**config.mk**
```make
export PLATFORM = sky130hd
export DESIGN_NAME = interrupt_ack_sequencer
export DESIGN_NICKNAME = d
export VERILOG_FILES = /design/src/rtl/pic_pkg.sv /design/src/rtl/priority_resolver.sv /design/src/rtl/interrupt_ack_sequencer.sv
export SDC_FILE = /design/constraint.sdc
export NUM_CORES = 1
export LEC_CHECK = 0
export ABC_CLOCK_PERIOD_IN_PS = 3310
export CAP_MARGIN = 20
export CORE_ASPECT_RATIO = 1.1
export CORE_MARGIN = 2
export CORE_UTILIZATION = 47
export DETAILED_ROUTE_END_ITERATION = 16
export GPL_TIMING_DRIVEN = 0
export PLACE_DENSITY_LB_ADDON = 0.05
export SYNTH_ARGS = -nofsm -noshare
export SYNTH_HDL_FRONTEND = slang
export SYNTH_SLANG_ARGS = --single-unit
export TNS_END_PERCENT = 30
```
**constraint.sdc**
```tcl
create_clock -name clk -period 3.31 [get_ports clk]
set_input_delay 0.4965 -clock clk [delete_from_list [all_inputs] [get_ports clk]]
set_output_delay 0.4965 -clock clk [all_outputs]
set_load 0.1 [all_outputs]
```
**src/rtl/pic_pkg.sv**
```systemverilog
// Shared types and helpers for the interrupt acknowledge sequencer.
// Level 0 is the highest priority; level 7 doubles as the spurious vector.
package pic_pkg;

    localparam int NUM_IR  = 8;
    localparam int LEVEL_W = 3;
    localparam int BASE_W  = 8 - LEVEL_W;

    localparam logic [LEVEL_W-1:0] SPURIOUS_LEVEL = LEVEL_W'(7);

    typedef enum logic [1:0] {
        IDLE,
        PEND,
        ACK1,
        ACK2
    } state_t;

    typedef struct packed {
        logic               found;
        logic [LEVEL_W-1:0] idx;
    } prio_t;

    function automatic prio_t prio_first(input logic [NUM_IR-1:0] vec);
        prio_t r;
        r.found = 1'b0;
        r.idx   = '0;
        for (int i = NUM_IR - 1; i >= 0; i--) begin
            if (vec[i]) begin
                r.found = 1'b1;
                r.idx   = LEVEL_W'(i);
            end
        end
        return r;
    endfunction

    function automatic logic [NUM_IR-1:0] level_onehot(
        input logic [LEVEL_W-1:0] lvl
    );
        return NUM_IR'(1) << lvl;
    endfunction

endpackage

```
**src/rtl/priority_resolver.sv**
```systemverilog
// Fully-nested priority: the best eligible level wins only if it
// outranks every level currently in service.
module priority_resolver
    import pic_pkg::*;
(
    input  logic [NUM_IR-1:0]  eligible_i,
    input  logic [NUM_IR-1:0]  isr_i,
    output logic               request_valid_o,
    output logic [LEVEL_W-1:0] win_o
);

    prio_t req;
    prio_t srv;

    assign req = prio_first(eligible_i);
    assign srv = prio_first(isr_i);

    assign win_o           = req.idx;
    assign request_valid_o = req.found && (!srv.found || (req.idx < srv.idx));

endmodule

```
**src/rtl/interrupt_ack_sequencer.sv**
```systemverilog
// INT generation, two-pulse INTA handshake, ISR ownership and EOI
// handling for an 8-level fully-nested interrupt controller.
module interrupt_ack_sequencer
    import pic_pkg::*;
(
    input  logic               clk,
    input  logic               reset,
    input  logic [NUM_IR-1:0]  interrupt_req_register,
    input  logic [NUM_IR-1:0]  interrupt_mask,
    input  logic [BASE_W-1:0]  vector_base,
    input  logic               auto_eoi,
    input  logic               inta_n,
    input  logic               eoi_req,
    input  logic               eoi_specific,
    input  logic [LEVEL_W-1:0] eoi_level,
    output logic               int_out,
    output logic [NUM_IR-1:0]  clear_interrupt_req,
    output logic [NUM_IR-1:0]  in_service_register,
    output logic [7:0]         data_out,
    output logic               data_out_en
);

    state_t               state_q;
    logic                 inta_q;
    logic [LEVEL_W-1:0]   level_q;
    logic                 spurious_q;
    logic                 int_q;
    logic [NUM_IR-1:0]    clr_q;
    logic [7:0]           dout_q;
    logic                 den_q;
    logic [NUM_IR-1:0]    isr_q;
    logic [NUM_IR-1:0]    isr_d;

    logic [NUM_IR-1:0]    eligible;
    logic [NUM_IR-1:0]    set_mask;
    logic [NUM_IR-1:0]    clr_mask;
    logic                 req_valid;
    logic [LEVEL_W-1:0]   win;
    logic                 fall;
    logic                 rise;
    prio_t                isr_top;

    assign eligible = interrupt_req_register & ~interrupt_mask;
    assign fall     = inta_q & ~inta_n;
    assign rise     = ~inta_q & inta_n;
    assign isr_top  = prio_first(isr_q);

    priority_resolver u_resolver (
        .eligible_i      (eligible),
        .isr_i           (isr_q),
        .request_valid_o (req_valid),
        .win_o           (win)
    );

    // Set is OR-ed in last so it wins over a same-bit clear.
    always_comb begin
        set_mask = '0;
        clr_mask = '0;
        if ((state_q == PEND) && fall && req_valid) begin
            set_mask = level_onehot(win);
        end
        if ((state_q == ACK2) && rise && auto_eoi && !spurious_q) begin
            clr_mask = level_onehot(level_q);
        end
        if (eoi_req) begin
            if (eoi_specific) begin
                clr_mask = clr_mask | level_onehot(eoi_level);
            end else if (isr_top.found) begin
                clr_mask = clr_mask | level_onehot(isr_top.idx);
            end
        end
        isr_d = (isr_q & ~clr_mask) | set_mask;
    end

    always_ff @(posedge clk) begin
        if (reset) begin
            state_q    <= IDLE;
            inta_q     <= 1'b1;
            level_q    <= '0;
            spurious_q <= 1'b0;
            int_q      <= 1'b0;
            clr_q      <= '0;
            dout_q     <= '0;
            den_q      <= 1'b0;
            isr_q      <= '0;
        end else begin
            inta_q <= inta_n;
            isr_q  <= isr_d;
            clr_q  <= '0;
            unique case (state_q)
                IDLE: begin
                    if (req_valid) begin
                        int_q   <= 1'b1;
                        state_q <= PEND;
                    end
                end
                PEND: begin
                    if (fall) begin
                        int_q   <= 1'b0;
                        state_q <= ACK1;
                        if (req_valid) begin
                            level_q    <= win;
                            spurious_q <= 1'b0;
                            clr_q      <= level_onehot(win);
                        end else begin
                            level_q    <= SPURIOUS_LEVEL;
                            spurious_q <= 1'b1;
                        end
                    end else if (!req_valid) begin
                        int_q   <= 1'b0;
                        state_q <= IDLE;
                    end
                end
                ACK1: begin
                    if (fall) begin
                        den_q   <= 1'b1;
                        dout_q  <= {vector_base, level_q};
                        state_q <= ACK2;
                    end
                end
                ACK2: begin
                    if (rise) begin
                        den_q   <= 1'b0;
                        dout_q  <= '0;
                        state_q <= IDLE;
                    end
                end
                default: state_q <= IDLE;
            endcase
        end
    end

    assign int_out             = int_q;
    assign clear_interrupt_req = clr_q;
    assign in_service_register = isr_q;
    assign data_out            = dout_q;
    assign data_out_en         = den_q;

endmodule

```
Yosys cells after proc, flatten, opt, wreduce, memory -nomap -nowiden. Cells that the tools add are included.

Memories: 0. Logic and storage cells: 91. Bits in writable memories: 0. Output and inout bits: 26. Bits of input ports: 30. Bits in latches: 0. ROM bits: 0. Register bits: 33.

Order comparisons: 1. Divide/modulo/power cells: 0. Shift operators: 4. Add/subtract/negate cells: 0. $mul: 0. Reduce and logical (&&, ||, !) cells: 17. Muxes and demuxes: 39. Equal/unequal tests: 7. Bitwise operators: 14.

Operators by type and width (number): two-way mux 4 bit (16); two-way mux 8 bit (7); << shifter 1 x 3 -> 8 bit, first input constant (4); OR 8 bit (3); AND 8 bit (2); NOT 8 bit (2); case mux 8 bit (2 select lines) (1); two-way mux 2 bit (5); case mux 2 bit (4 select lines) (1); logical AND 1 bit (6); two-way mux 1 bit (6); inequality test 2 bit, second input constant (3); AND reduction 3 bit (2); NOT 1 bit (5); == test 2 bit, second input constant (2); case mux 1 bit (2 select lines) (2); AND reduction 4 bit (1); nonzero test 2 bit (2); OR reduction 4 bit (1); < comparator 3 bit (1); two-way mux 3 bit (1); inequality test 3 bit, second input constant (1); AND 1 bit (2); == test 2 x 1 -> 1 bit, second input constant (1); other kinds (4) (5).

Logic depth before layout (Yosys ltp). Gate-level depths: netlist of the first run.

Depth after elaboration: 16. Depth in mapped cells: 11. Mapped depth without buffers: 11.

Hierarchy. Synthesis of the first run repeated with hierarchy kept, for this count alone.

Cell total of the unflattened synthesis: 196. Area, all modules: 1694.1 um^2.

By module, submodules not included: interrupt_ack_sequencer (seq. area each 660.6 um^2, area an instance 1478.9 um^2, cells an instance 165, times used 1); priority_resolver (seq. area each 0.0 um^2, area an instance 215.2 um^2, cells an instance 31, times used 1).

Least setup slack after synthesis of the first run. No wires, ideal clock.

Kind: register to register. Start point: reg isr_q[6] (netlist: in_service_register[6]). End point: reg isr_q[0] (netlist: in_service_register[0]). Data arrival time: 2.726 ns. Buffers on the path: 0. Setup time: 0.060 ns. Stages on the path, launching flop included: 9. Path slack: 0.524 ns. Data required time: 3.250 ns. Period minus slack after synthesis: 2.786 ns. Cells stage by stage: dfxtp_1 -> o21ai_0 -> a211o_1 -> ha_1 -> o21a_1 -> o22ai_1 -> o221ai_1 -> nor4_1 -> a41o_1.

Cells in the longest elaborated chain, start to end: 15. Elaborated cells on any way between the ends: 21. Those cells by class: 1 x order compare; 1 x shift; 11 x mux; 4 x bitwise; 4 x reduce/logical.

Ends and longest elaborated chain: start, declared (RTL line interrupt_ack_sequencer.sv:31) `logic [NUM_IR-1:0] isr_q;`; start signal, assigned (RTL line interrupt_ack_sequencer.sv:88) `isr_q <= isr_d;`; two-way mux 4 bit (*) (7 in a row) (RTL line pic_pkg.sv:28) `if (vec[i]) begin`; << shifter 1 x 3 -> 8 bit (RTL line pic_pkg.sv:39) `return NUM_IR'(1) << lvl;`; OR 8 bit (RTL line interrupt_ack_sequencer.sv:69) `clr_mask = clr_mask | level_onehot(isr_top.idx);`; two-way mux 8 bit (RTL line interrupt_ack_sequencer.sv:68) `end else if (isr_top.found) begin`; two-way mux 8 bit (RTL line interrupt_ack_sequencer.sv:66) `if (eoi_specific) begin`; two-way mux 8 bit (RTL line interrupt_ack_sequencer.sv:65) `if (eoi_req) begin`; NOT 8 bit (RTL line interrupt_ack_sequencer.sv:72) `isr_d = (isr_q & ~clr_mask) | set_mask;`; AND 8 bit (RTL line interrupt_ack_sequencer.sv:72); OR 8 bit (*) (RTL line interrupt_ack_sequencer.sv:72).

Every way passes the cells marked *; elsewhere a longest branch is shown, timed or not. A chain may end at the register's enable or synchronous reset.

Worst setup path in the final report of the first run.
Start point: in interrupt_req_register[5]. End point: reg isr_q[0] (netlist: in_service_register[0]).

Cells in the longest elaborated chain, start to end: 13. Elaborated cells on any way between the ends: 14. Those cells by class: 1 x order compare; 1 x shift; 7 x mux; 2 x bitwise; 3 x reduce/logical.

Ends and longest elaborated chain: start, declared (RTL line interrupt_ack_sequencer.sv:8) `input logic [NUM_IR-1:0] interrupt_req_register,`; AND 8 bit (*) (RTL line interrupt_ack_sequencer.sv:43) `assign eligible = interrupt_req_register & ~interrupt_mask;`; two-way mux 4 bit (*) (6 in a row) (RTL line pic_pkg.sv:28); < comparator 3 bit (RTL line priority_resolver.sv:19) `assign request_valid_o = req.found && (!srv.found || (req.idx < srv.idx));`; logical OR 1 bit (RTL line priority_resolver.sv:19); logical AND 1 bit (RTL line priority_resolver.sv:19); logical AND 1 bit (RTL line interrupt_ack_sequencer.sv:59) `if ((state_q == PEND) && fall && req_valid) begin`; two-way mux 8 bit (*) (RTL line interrupt_ack_sequencer.sv:59); OR 8 bit (*) (RTL line interrupt_ack_sequencer.sv:72).

Marked as above.

==> results of run 1 <==
==> registers in the layout, summed over array words and instances, names as in the netlist, named ones only <==
| name | count |
|---|---|
| clear_interrupt_req | 8 |
| data_out | 8 |
| in_service_register | 8 |
| level_q | 3 |
| data_out_en | 1 |
| int_out | 1 |
| inta_q | 1 |
| spurious_q | 1 |
| state_q | 1 |
==> worst max-delay path, delay by kind of cell <==
kind / cells / cell delay (ns)
AO/OA/AOI/OAI: 5 / 1.11
adder cells (fa/ha/maj): 1 / 0.29
buffers and inverters: 2 / 0.52
AND/OR/NAND/NOR: 3 / 0.98
==> worst paths after layout <==
path / start / endpoint / slack, ns / cells past startpoint
setup reg to reg: in_service_register[4] / in_service_register[0] / 0.74 / 9
hold / removal: data_out_en / data_out_en / 0.50 / 2
setup / recovery: interrupt_req_register[5] / in_service_register[0] / 0.13 / 11
hold reg to reg: data_out_en / data_out_en / 0.50 / 2
==> cell type report <==
| class | count | area, sq um | area share (%) |
|---|---|---|---|
| repair buffers | 55 | 551 | 21.1 |
| plain buffers | 9 | 70.1 | 2.68 |
| multi-input cells | 167 | 1120 | 43.0 |
| well taps | 52 | 65.1 | 2.49 |
| clock buffers | 7 | 86.3 | 3.30 |
| flip-flops and latches | 33 | 661 | 25.3 |
| clock inverters | 1 | 30.0 | 1.15 |
| inverters | 7 | 26.3 | 1.01 |
==> kinds of logic after synthesis <==
kind of cell | Yosys count
buf+inv | 16
fa+ha+maj | 2
flops | 33
compound gates | 68
simple gates | 97
==> cell usage after synthesis (4+ instances only) <==
cell type / n / area (sq um)
dfxtp_1: 33 / 661
nor2_1: 24 / 90.1
nand2_1: 17 / 63.8
o21ai_0: 14 / 70.1
a22oi_1: 9 / 67.6
a21oi_1: 7 / 35.0
inv_1: 7 / 26.3
nor3_1: 7 / 35.0
clkbuf_1: 5 / 18.8
nor4_1: 5 / 31.3
a41o_1: 4 / 40.0
nand2b_1: 4 / 25.0
nor2b_1: 4 / 25.0
or2b_2: 4 / 35.0
==> power groups by stage <==
stage	logic [W]	clock network, W	registers [W]
after floorplan	0.000146	0	0.000497
after global placement	0.000293	0	0.000437
after detailed placement	0.000295	0	0.000437
after CTS	0.000296	0.000390	0.000428
after global routing	0.000325	0.000410	0.000431
final	0.000298	0.000382	0.000429
==> through the flow <==
step / std cells / hold WS [ns]
6_report: 331 / 0.502
3_5_place_dp: 323 / 0.482
2_1_floorplan: 216 / 0.494
4_1_cts: 331 / 0.500
3_3_place_gp: 323 / 0.477
5_1_grt: 331 / 0.516
==> layer usage <==
layer / vias to the layer above / track usage (%)
li1: 931 / -
met1: 843 / 29.8
met2: 57 / 36.1
met3: 8 / 5.15
met4: 0 / 5.44
met5: - / 0
==> repair_timing <==
action                                  in CTS  in global routing
resized for setup                            0                  2
endpoints found under the setup margin       0                  5
endpoints found under the hold margin        0                  0
==> placed cells by master (no fill, tap or decap), types with 4 or more instances in the layout <==
master | Yosys | layout
clkbuf_1 | 5 | 6
nor4_1 | 5 | 5
o21ai_0 | 14 | 14
clkdlybuf4s50_1 | 0 | 55
inv_1 | 7 | 7
dfxtp_1 | 33 | 33
nor2_1 | 24 | 23
or2b_2 | 4 | 4
nand2b_1 | 4 | 4
a22oi_1 | 9 | 9
nor2b_1 | 4 | 4
clkbuf_8 | 1 | 7
nand2_1 | 17 | 17
nor3_1 | 7 | 7
a41o_1 | 4 | 4
a21oi_1 | 7 | 6
==> results.toml, run 1 <==
[clock_network]
path_clk_slew_ns = 0.07
cts.path.max_buffers = 2
cts.sink_count = 33
hold_buffers = 0
h-tree-depth = 2
cts-root-buf = "clkbuf_8"
cts_tree = "yes"
postCtsSetupRepairBufs = 0
cts_inserted_buffers = 5
insertion_delay_ns = 0.28

[yosys]
avgSynthCellArea_sq_um = 8.68
ys.flop_type = "dfxtp_1"
synth-simple-area-share_pct = 30.2
ys_warn_count = 0
yosysSeqAreaShare_pct = 35.2
synthMuxAreaShare_pct = 0
synth_compound_area_share_pct = 28.0
synthArstFlopShare_pct = 0
synth_top_family_by_area = "simple AND/OR/NAND/NOR gates"
synth.cell_area_sq_mm = 0.00187
synth_cells = 216
synth_xor_xnor_area_share_pct = 0
synth.distinct_cells = 59
synth-edff-count = 0
synth_fa_ha_area_share_pct = 1.34
syn-num-nets = 248
ys_seq_elements = 33

[timing]
finClkSkew_ns = 0.00516
finalSetupViolCount = 0
drv_slew = 0
finalSetupTns_ns = 0
worstMarginPinSlew_ns = 0.981
maxSlewHeadroom_pct = 34.4
setup_ws_ns = 0.129
max_freq_mhz = 314
min_period_ns = 3.18
hold_viol = 0
rsz0062_at_grt = "yes"
fin_crit_sh_pct = 96.1

[route]
vias = 1839
first_pass_iters = 4
ant_nets = 0
drt-wirelength-per-cell_microns = 14.0
dr_wl_met2_mm = 2.20
wl_met3_microns = 300
route.detailed.drc = 0
drt_wl_total_mm = 4.63
drt_iter0_drc = 82
drt-met1-wl_mm = 2.05
vias_per_cell = 5.56
maxUsedRoutingLayer = "met4"

[placed_design]
post-place-ws_ns = -0.175
dpl-instance-area_sq_mm = 0.00249
gp_congestion = 0.926
io_buffers = 55
dp.final_hpwl_mm = 3.64

[power_and_ir_drop]
power_frac_comb_pct = 26.8
pwr-share-clk_pct = 34.5
vdd_drop_max_mv = 0.282
seq_power_share_pct = 38.7
pwr_density_cell_mw_per_mm2 = 424
leakagePower_nw = 0.973
switchingPower_w = 0.000331
p_int_w = 0.000778
p_sw_share_pct = 29.8
power_w = 0.00111

[worst_setup_path]
path_class = "in2reg"
critPathMaxStageDelay_ns = 0.44
start_kind = "primary input"
slowest_stage = "clkdlybuf4s50_1"
worstPathRequired_ns = 3.53
critPathMaxFanout = 10
end_kind = "register"
cp_cell_sequence = "clkdlybuf4s50_1 -> or2b_2 -> a311o_1 -> nand2_1 -> inv_1 -> ha_1 -> o21a_1 -> o22ai_1 -> o221ai_1 -> nor4_1 -> a41o_1"
worstPathArrival_ns = 3.40

[min_path]
hp-class = "reg2reg"

[global_routing]
grt_pass1_wl_mm = 7.95
grt_pass1_vias = 1686
grt-ovfl-total = 0
grt_use_total_pct = 22.2
antenna_found_initial = 0
grt_max_degree = 11

[floorplanning]
num_rows = 24
chipHeight_microns = 70.2
core_sq_mm = 0.00390
pin_count = 56
die_w_microns = 64.2
initial_core_util_pct = 48.0
design.die.area_sq_mm = 0.00451

[layout]
syn2layout_area_growth_pct = 39.4
diodes = 0
n_fill_cell = 347
nets = 310
postLayoutCoreUtil_pct = 66.9
final_area_sq_mm = 0.00261
drive_gt1_share_pct = 11.1

[job]
drv_cap = 0

[run_status]
status = "complete, no violations"
Note: power is estimated with default switching activity, not from simulation.
==> run 2, diff against run 1 <==
Settings changed: MAX_ROUTING_LAYER from default to met4.
==> results.toml, run 2 (synthesis gave the netlist of run 1 again) <==
[layout]
final_common_cell = "clkdlybuf4s50_1"
postLayoutCoreUtil_pct = 66.9
syn2layout_area_growth_pct = 39.4
nets = 310
final_cell_mix = "clkdlybuf4s50_1, dfxtp_1, nor2_1"
diodes = 0
drive_gt1_share_pct = 11.1

[min_path]
worstHoldStart = "data_out_en"
hold_path_depth = 2
hp-class = "reg2reg"
hold_end = "data_out_en"

[worst_setup_path]
end_kind = "register"
path_class = "in2reg"
r2r_slack_ns = 0.74
critPathMaxFanout = 10
r2r_start = "in_service_register[4]"
slowest_stage = "clkdlybuf4s50_1"
rr_endpoint = "in_service_register[0]"
worstPathArrival_ns = 3.39
start_kind = "primary input"
cp_cell_sequence = "clkdlybuf4s50_1 -> or2b_2 -> a311o_1 -> nand2_1 -> inv_1 -> ha_1 -> o21a_1 -> o22ai_1 -> o221ai_1 -> nor4_1 -> a41o_1"
worstPathRequired_ns = 3.53
reg2reg_depth = 9
critPathMaxStageDelay_ns = 0.44

[global_routing]
grt-ovfl-total = 0
antenna_found_initial = 0
grt_use_total_pct = 22.8
grt_max_degree = 11
grt_pass1_wl_mm = 7.94
grt_pass1_vias = 1690

[timing]
finalSetupViolCount = 0
min_period_ns = 3.18
fin_crit_sh_pct = 96.0
setup_ws_ns = 0.132
drv_slew = 0
finClkSkew_ns = 0.00505
worstMarginPinSlew_ns = 0.990
hold_viol = 0
maxSlewHeadroom_pct = 33.8
max_freq_mhz = 315
rsz0062_at_grt = "yes"

[power_and_ir_drop]
power_w = 0.00111
vdd_drop_max_mv = 0.281
pwr_density_cell_mw_per_mm2 = 425
leakagePower_nw = 0.973

[floorplanning]
pin_count = 56
chipHeight_microns = 70.2
die_w_microns = 64.2
initial_core_util_pct = 48.0
core_sq_mm = 0.00390
num_rows = 24
design.die.area_sq_mm = 0.00451

[placed_design]
io_buffers = 55
gp_congestion = 0.943
post-place-ws_ns = -0.175
dp.final_hpwl_mm = 3.64

[clock_network]
insertion_delay_ns = 0.28
hold_buffers = 0
cts.path.max_buffers = 2
cts-root-buf = "clkbuf_8"
cts_inserted_buffers = 5
cts.sink_count = 33
h-tree-depth = 2
cts_tree = "yes"
path_clk_slew_ns = 0.07

[route]
route.detailed.drc = 0
vias_per_cell = 5.52
drt_iter0_drc = 93
ant_nets = 0
drt_wl_total_mm = 4.64
first_pass_iters = 4
vias = 1828
drt-wirelength-per-cell_microns = 14.0

[run_status]
status = "complete, no violations"

[job]
drv_cap = 0
run 2: cell counts in the layout (fill, tap and decap cells not counted):
Identical to the previous run, type by type.
run 2: report_power, final:
group / switching (W) / total, W / internal, W / leakage, nW
Clock: 0.000138 / 0.000383 / 0.000245 / 0.0585
Combinational: 0.000181 / 0.000298 / 0.000116 / 0.647
Sequential: 0.0000123 / 0.000429 / 0.000416 / 0.268
run 2: layout make-up:
type | instances | area (sq um)
timing repair buffer | 55 | 551
buffer | 9 | 70.1
clock inverter | 1 | 30.0
inverter | 7 | 26.3
fill | 347 | 1290
multi-input combinational | 167 | 1120
clock buffer | 7 | 86.3
sequential | 33 | 661
tap | 52 | 65.1
run 2: routing by layer:
| layer | vias up | wire length (microns) | global-route usage (%) |
|---|---|---|---|
| met5 | - | 0 | - |
| met4 | 0 | 70 | 6.15 |
| met3 | 7 | 263 | 4.35 |
| met2 | 52 | 2200 | 36.1 |
| met1 | 839 | 2110 | 30.0 |
| li1 | 930 | - | - |
run 2: worst max-delay path: cells and delay by family:
| kind | cells | cell delay, ns |
|---|---|---|
| adder cells (fa/ha/maj) | 1 | 0.29 |
| AO/OA/AOI/OAI | 5 | 1.11 |
| buffers and inverters | 2 | 0.52 |
| AND/OR/NAND/NOR | 3 | 0.98 |
run 2: stage by stage:
step / hold slack, ns / std cells / TNS, ns / cell area, sq um
floorplan: 0.494 / 216 / 0 / 1870
global placement: 0.477 / 323 / -0.464 / 2490
detailed placement: 0.482 / 323 / -0.794 / 2490
CTS: 0.500 / 331 / 0 / 2610
global route: 0.516 / 331 / -0.173 / 2610
finish: 0.504 / 331 / 0 / 2610
run 2: timing repair:
item / in CTS / in global routing
gates resized for setup: 0 / 2
setup buffers: 0 / 0
endpoints found under the setup margin: 0 / 5
run 2: worst max-delay path by stage:
stage	from	end	cells past startpoint
floorplan	in_service_register[6]	in_service_register[0]	8
global placement	interrupt_mask[0]	in_service_register[0]	11
detailed placement	interrupt_mask[0]	in_service_register[4]	11
CTS	interrupt_mask[0]	in_service_register[4]	11
global route	interrupt_req_register[5]	in_service_register[4]	11
finish	interrupt_req_register[5]	in_service_register[0]	11
==> run 3, diff against run 2 <==
--- a/constraint.sdc
+++ b/constraint.sdc
@@ -3,2 +3,2 @@
 set_output_delay 0.4965 -clock clk [all_outputs]
-set_load 0.1 [all_outputs]
+set_load 0.005 [all_outputs]
==> results of run 3 <==
The final DEF is identical to that of run 2. Status: complete, no violations.
Main changes from that run: total power 0.00111 W -> 0.00105 W; worst IR drop on VDD 0.281 mV -> 0.276 mV
==> RTL change 1: new RTL, config.mk and constraints of run 3 <==
Put one more register stage on the output `in_service_register`, cleared by the reset. The value now appears one clock later. The other outputs are not delayed to match.
--- a/src/rtl/interrupt_ack_sequencer.sv
+++ b/src/rtl/interrupt_ack_sequencer.sv
@@ -134,3 +134,9 @@
     assign clear_interrupt_req = clr_q;
-    assign in_service_register = isr_q;
+    always_ff @(posedge clk) begin
+        if (reset) begin
+            in_service_register <= '0;
+        end else begin
+            in_service_register <= isr_q;
+        end
+    end
     assign data_out            = dout_q;
Function: changed (Yosys sat finds a counterexample within 4 cycles, from zero or initial values and one cycle with reset high).
==> RTL change 1 against run 3 <==
- total power grew 9.0%
- routed wire length grew 1.8%
- first-iteration DRC count grew 41%
- critical path type unchanged
- core utilization grew 0.093 points
- sequential cell count grew 8
- final area grew 0.91%
- setup slack gained 0.41 ns
- area after synthesis grew 1.7%
- synthesized cell count grew 7.4%
- via count grew 1.0%
- critical path depth shrank 1
- global-route usage shrank 0.20 points
- die area grew 1.6%
==> RTL change 1: results (changes against run 3) <==
outcome=finished clean (unchanged); leakage=0.931 nW (was 0.973 nW); Vias/cell=5.32 (was 5.52); FF+latch area=821 um^2 (was 661 um^2); NetSw=0.000303 W (was 0.000269 W); post-synthesis adder-cell area fraction=1.31% (was 1.34%); Final nets=326 (was 310); synthesized net count=264 (was 248); GR Layer Usage met1=27.3% (was 30.0%); bufs w/o clock=62 (was 64); M1 WL=2100 um (was 2110 um); Area after DPL=2520 um^2 (was 2490 um^2); CP max stage delay=0.47 ns (was 0.44 ns); DP Cell Count=339 (was 323); Yosys reg bits=41 (was 33); synth top area cells=dfxtp_1 43%, nor2_1 7.1%, nand2b_1 4.3% (was dfxtp_1 35%, nor2_1 4.8%, o21ai_0 3.7%); average wire per standard cell=13.6 um (was 14.0 um); number of global-route vias before repair=1702 (was 1690); pre-CTS setup slack=0.205 ns (was -0.175 ns); clk_lat worst skew=0.30 ns (was 0.28 ns); final-layout clock buffer total=5 (was 7); area of the multi-input gates=1010 um^2 (was 1120 um^2); core footprint=3930 um^2 (was 3900 um^2); Signal inverters=10 (was 7); M3 GR Usage=4.93% (was 4.35%); metal3 WL=127 um (was 263 um); Mean Syn Cell Area=8.21 um^2 (was 8.68 um^2); number of multi-input logic gates=174 (was 167); Data buffer area share=22.2% (was 23.8%); GR Util All Layers=22.6% (was 22.8%); share of post-route cells with drive strength above 1=6.44% (was 11.1%); GPL Wtd Cong=0.880 (was 0.943); Synth Area in Compound Gates=23.0% (was 28.0%); largest fanout on the critical path=5 (was 10); Clock-cell share=4.37% (was 4.45%); Slew @ Worst Pin=0.885 ns (was 0.577 ns); first-pass GRT wire length=7960 um (was 7940 um); Seq/Total Area, Yosys=43.1% (was 35.2%); met2 WL=2460 um (was 2200 um); ys async rst share=0% (unchanged); Seq power=0.000526 W (was 0.000429 W); Critical Path AT=3.02 ns (was 3.39 ns); via count=1847 (was 1828); Yosys cell types=44 (was 59); met2 usage=38.3% (was 36.1%); Max VDD drop=0.426 mV (was 0.276 mV); hpwl dp=3700 um (was 3640 um); synth cell count leaders=41 x dfxtp_1, 36 x nor2_1, 21 x nand2_1 (was 33 x dfxtp_1, 24 x nor2_1, 17 x nand2_1); clock skew=0.0112 ns (was 0.00505 ns); PwrDens=433 nW/um^2 (was 401 nW/um^2); largest net degree at the start of global routing=15 (was 11); drt initial violations=131 (was 93); Gate power share=18.0% (was 22.5%)
[RTL change 1: changes by cell type after synthesis, moves of 4 or more]
cell / run 3 / this run
nand2_1: 17 / 21
nor4_1: 5 / 0
or2b_2: 4 / 0
nor2b_1: 4 / 11
nor3_1: 7 / 13
nor2_1: 24 / 36
nand2b_1: 4 / 13
a41o_1: 4 / 0
dfxtp_1: 33 / 41
[RTL change 1: worst register-to-register path, cell delays in order, from the launching register on]
cell and delay (ns):
dfxtp_1 0.37, or4_4 0.59, nand2b_1 0.17, ha_1 0.29
a211oi_1 0.19, o21ai_1 0.16, a21oi_1 0.23, o21ai_2 0.10
buf_6 0.15, o31ai_1 0.17
[RTL change 1: worst paths after layout]
check / from / depth (start not counted) / to / slack [ns]
max: interrupt_req_register[6] / 10 / isr_q[4] / 0.54
min: inta_q / 2 / flop / 0.50
max reg2reg: isr_q[0] / 9 / isr_q[2] / 0.81
min reg2reg: inta_q / 2 / flop / 0.50
==> RTL change 2: new RTL, flow settings as in run 3 <==
Made on the original files. The package constant `LEVEL_W` goes from 3 to 2.
--- a/src/rtl/pic_pkg.sv
+++ b/src/rtl/pic_pkg.sv
@@ -5,3 +5,3 @@
     localparam int NUM_IR  = 8;
-    localparam int LEVEL_W = 3;
+    localparam int LEVEL_W = 2;
     localparam int BASE_W  = 8 - LEVEL_W;
Ports: changed (resized eoi_level and vector_base); port bits go from 56 to 56. No check against the original RTL was run, so the function may have changed too.
==> RTL change 2 against run 3 <==
- die area fell by 26%
- sequential power is 25% lower
- core utilization increased by 3.4 points
- sequential cell count down 9
- first-iteration DRC count fell by 69%
- final area is 26% lower
- setup slack improved by 0.56 ns
- critical path depth unchanged
- area after synthesis fell by 28%
- total power fell by 30%
- non-clock buffer count fell by 5
- routed wire length shrank 30%
- largest power group unchanged
- highest routed layer unchanged
==> RTL change 2: results (changes against run 3) <==
share of post-route cells with drive strength above 1=13.0% (was 11.1%); Final Max Tran Viols=0 (unchanged); Detailed Routing Iterations Pass 1=4 (unchanged); ys async rst share=0% (unchanged); total CTS buffers=3 (was 5); n_diodes=0 (unchanged); synth cell count leaders=24 x dfxtp_1, 22 x nor2_1, 11 x nand2_1 (was 33 x dfxtp_1, 24 x nor2_1, 17 x nand2_1); via count=1331 (was 1828); clk_lat worst skew=0.32 ns (was 0.28 ns); Seq/Total Area, Yosys=35.4% (was 35.2%); fillcell total=233 (was 347); Post-Route WL=3230 um (was 4640 um); initial antenna violation count=0 (unchanged); Yosys warning count=0 (unchanged); NetSw=0.000201 W (was 0.000269 W); largest fanout on the critical path=4 (was 10); clk buf depth=2 (unchanged); Mean Syn Cell Area=8.53 um^2 (was 8.68 um^2); hpwl dp=2580 um (was 3640 um); number of global-route vias before repair=1246 (was 1690); first-pass GRT wire length=5290 um (was 7940 um); largest net degree at the start of global routing=15 (was 11); Final nets=248 (was 310); Largest register FFs=8; Yosys cell types=44 (was 59); number of gates resized after cts=0 (unchanged); GPL Wtd Cong=0.774 (was 0.943); drt initial violations=29 (was 93); Max VDD drop=0.352 mV (was 0.276 mV); setup bufs post-CTS=0 (unchanged); outcome=finished clean (unchanged); synth top area cells=dfxtp_1 35%, nor2_1 6.1%, a211oi_1 4.4% (was dfxtp_1 35%, nor2_1 4.8%, o21ai_0 3.7%); H-tree Lvls=1 (was 2); Slew @ Worst Pin=0.565 ns (was 0.577 ns); Vias/cell=5.35 (was 5.52); number of I/O port buffers=46 (was 55); core footprint=2750 um^2 (was 3900 um^2); clock skew=0.00512 ns (was 0.00505 ns); GR Util All Layers=20.6% (was 22.8%); leakage=0.743 nW (was 0.973 nW); Worst-path clk slew=0.13 ns (was 0.07 ns); top_reg_cell synth=dfxtp_1 (unchanged); HP Class=flop to flop (unchanged); Root Driver=clkbuf_4 (was clkbuf_8)
[RTL change 2: cell count changes after synthesis, moves of 5 or more]
cell	before	now
nor4_1	5	0
nand2_1	17	11
buf_4	0	8
a211oi_1	1	8
o21ai_0	14	5
dfxtp_1	33	24
[RTL change 2: logic make-up after synthesis]
| kind of cell | count (synthesis) | synth area share, % |
|---|---|---|
| AND/OR/NAND/NOR | 68 | 30.0 |
| adder cells (fa/ha/maj) | 1 | 0.922 |
| other | 1 | 0.276 |
| buffers and inverters | 18 | 7.29 |
| AO/OA/AOI/OAI | 47 | 26.1 |
| flip-flops | 24 | 35.4 |
[RTL change 2: path summary, 6_finish.rpt]
check,slack (ns),cells past startpoint,from,to
worst max register to register,1.36,8,in_service_register[0],level_q[1]
worst max-delay path,0.69,11,interrupt_req_register[5],level_q[1]
worst min register to register,0.50,2,spurious_q,spurious_q
worst min-delay path,0.50,2,spurious_q,spurious_q
[RTL change 2: power groups by stage]
stage / clock network [W] / registers (W) / logic, W
6_report: 0.000217 / 0.000322 / 0.000193
5_1_grt: 0.000228 / 0.000324 / 0.000213
4_1_cts: 0.000218 / 0.000321 / 0.000194
3_5_place_dp: 0 / 0.000327 / 0.000193
3_3_place_gp: 0 / 0.000326 / 0.000187
2_1_floorplan: 0 / 0.000325 / 0.000117
[RTL change 2: critical path, cell delays in order]
cell and delay (ns):
clkdlybuf4s50_1 0.47, nor2b_2 0.24, a211oi_1 0.09, o21ai_2 0.23
inv_1 0.13, ha_1 0.29, nor2_1 0.03, a21oi_1 0.28
a21oi_1 0.12, a21o_1 0.22, a311oi_2 0.26
[RTL change 2: cell type report]
type                            count  area [um^2]  share of cell area, %
Multi-Input combinational cell    124          803                   41.5
Sequential cell                    24          480                   24.8
Timing Repair Buffer               46          460                   23.8
Buffer                             13         80.1                   4.13
Tap cell                           33         41.3                   2.13
Clock inverter                      1         30.0                   1.55
Clock buffer                        3         22.5                   1.16
Inverter                            5         18.8                  0.969
[RTL change 2: metal layers]
metal | wire [um] | track usage [%] | up-vias | share of wire, %
met3 | 208 | 3.84 | 9 | 6.4
met2 | 1680 | 40.1 | 47 | 52
met1 | 1260 | 20.2 | 595 | 39
met5 | 0 | - | - | 0
met4 | 80 | 9.41 | 0 | 2.5
li1 | - | - | 680 | -
[RTL change 2: stage by stage]
| stage | worst slack [ns] | area (um^2) | util [%] | power, W |
|---|---|---|---|---|
| floorplan | 1.07 | 1380 | - | 0.000442 |
| global placement | 0.426 | 1880 | 68.5 | 0.000513 |
| detailed placement | 0.389 | 1880 | 68.5 | 0.000520 |
| CTS | 0.723 | 1940 | 70.4 | 0.000732 |
| global route | 0.560 | 1940 | 70.4 | 0.000765 |
| finish | 0.691 | 1940 | 70.4 | 0.000732 |
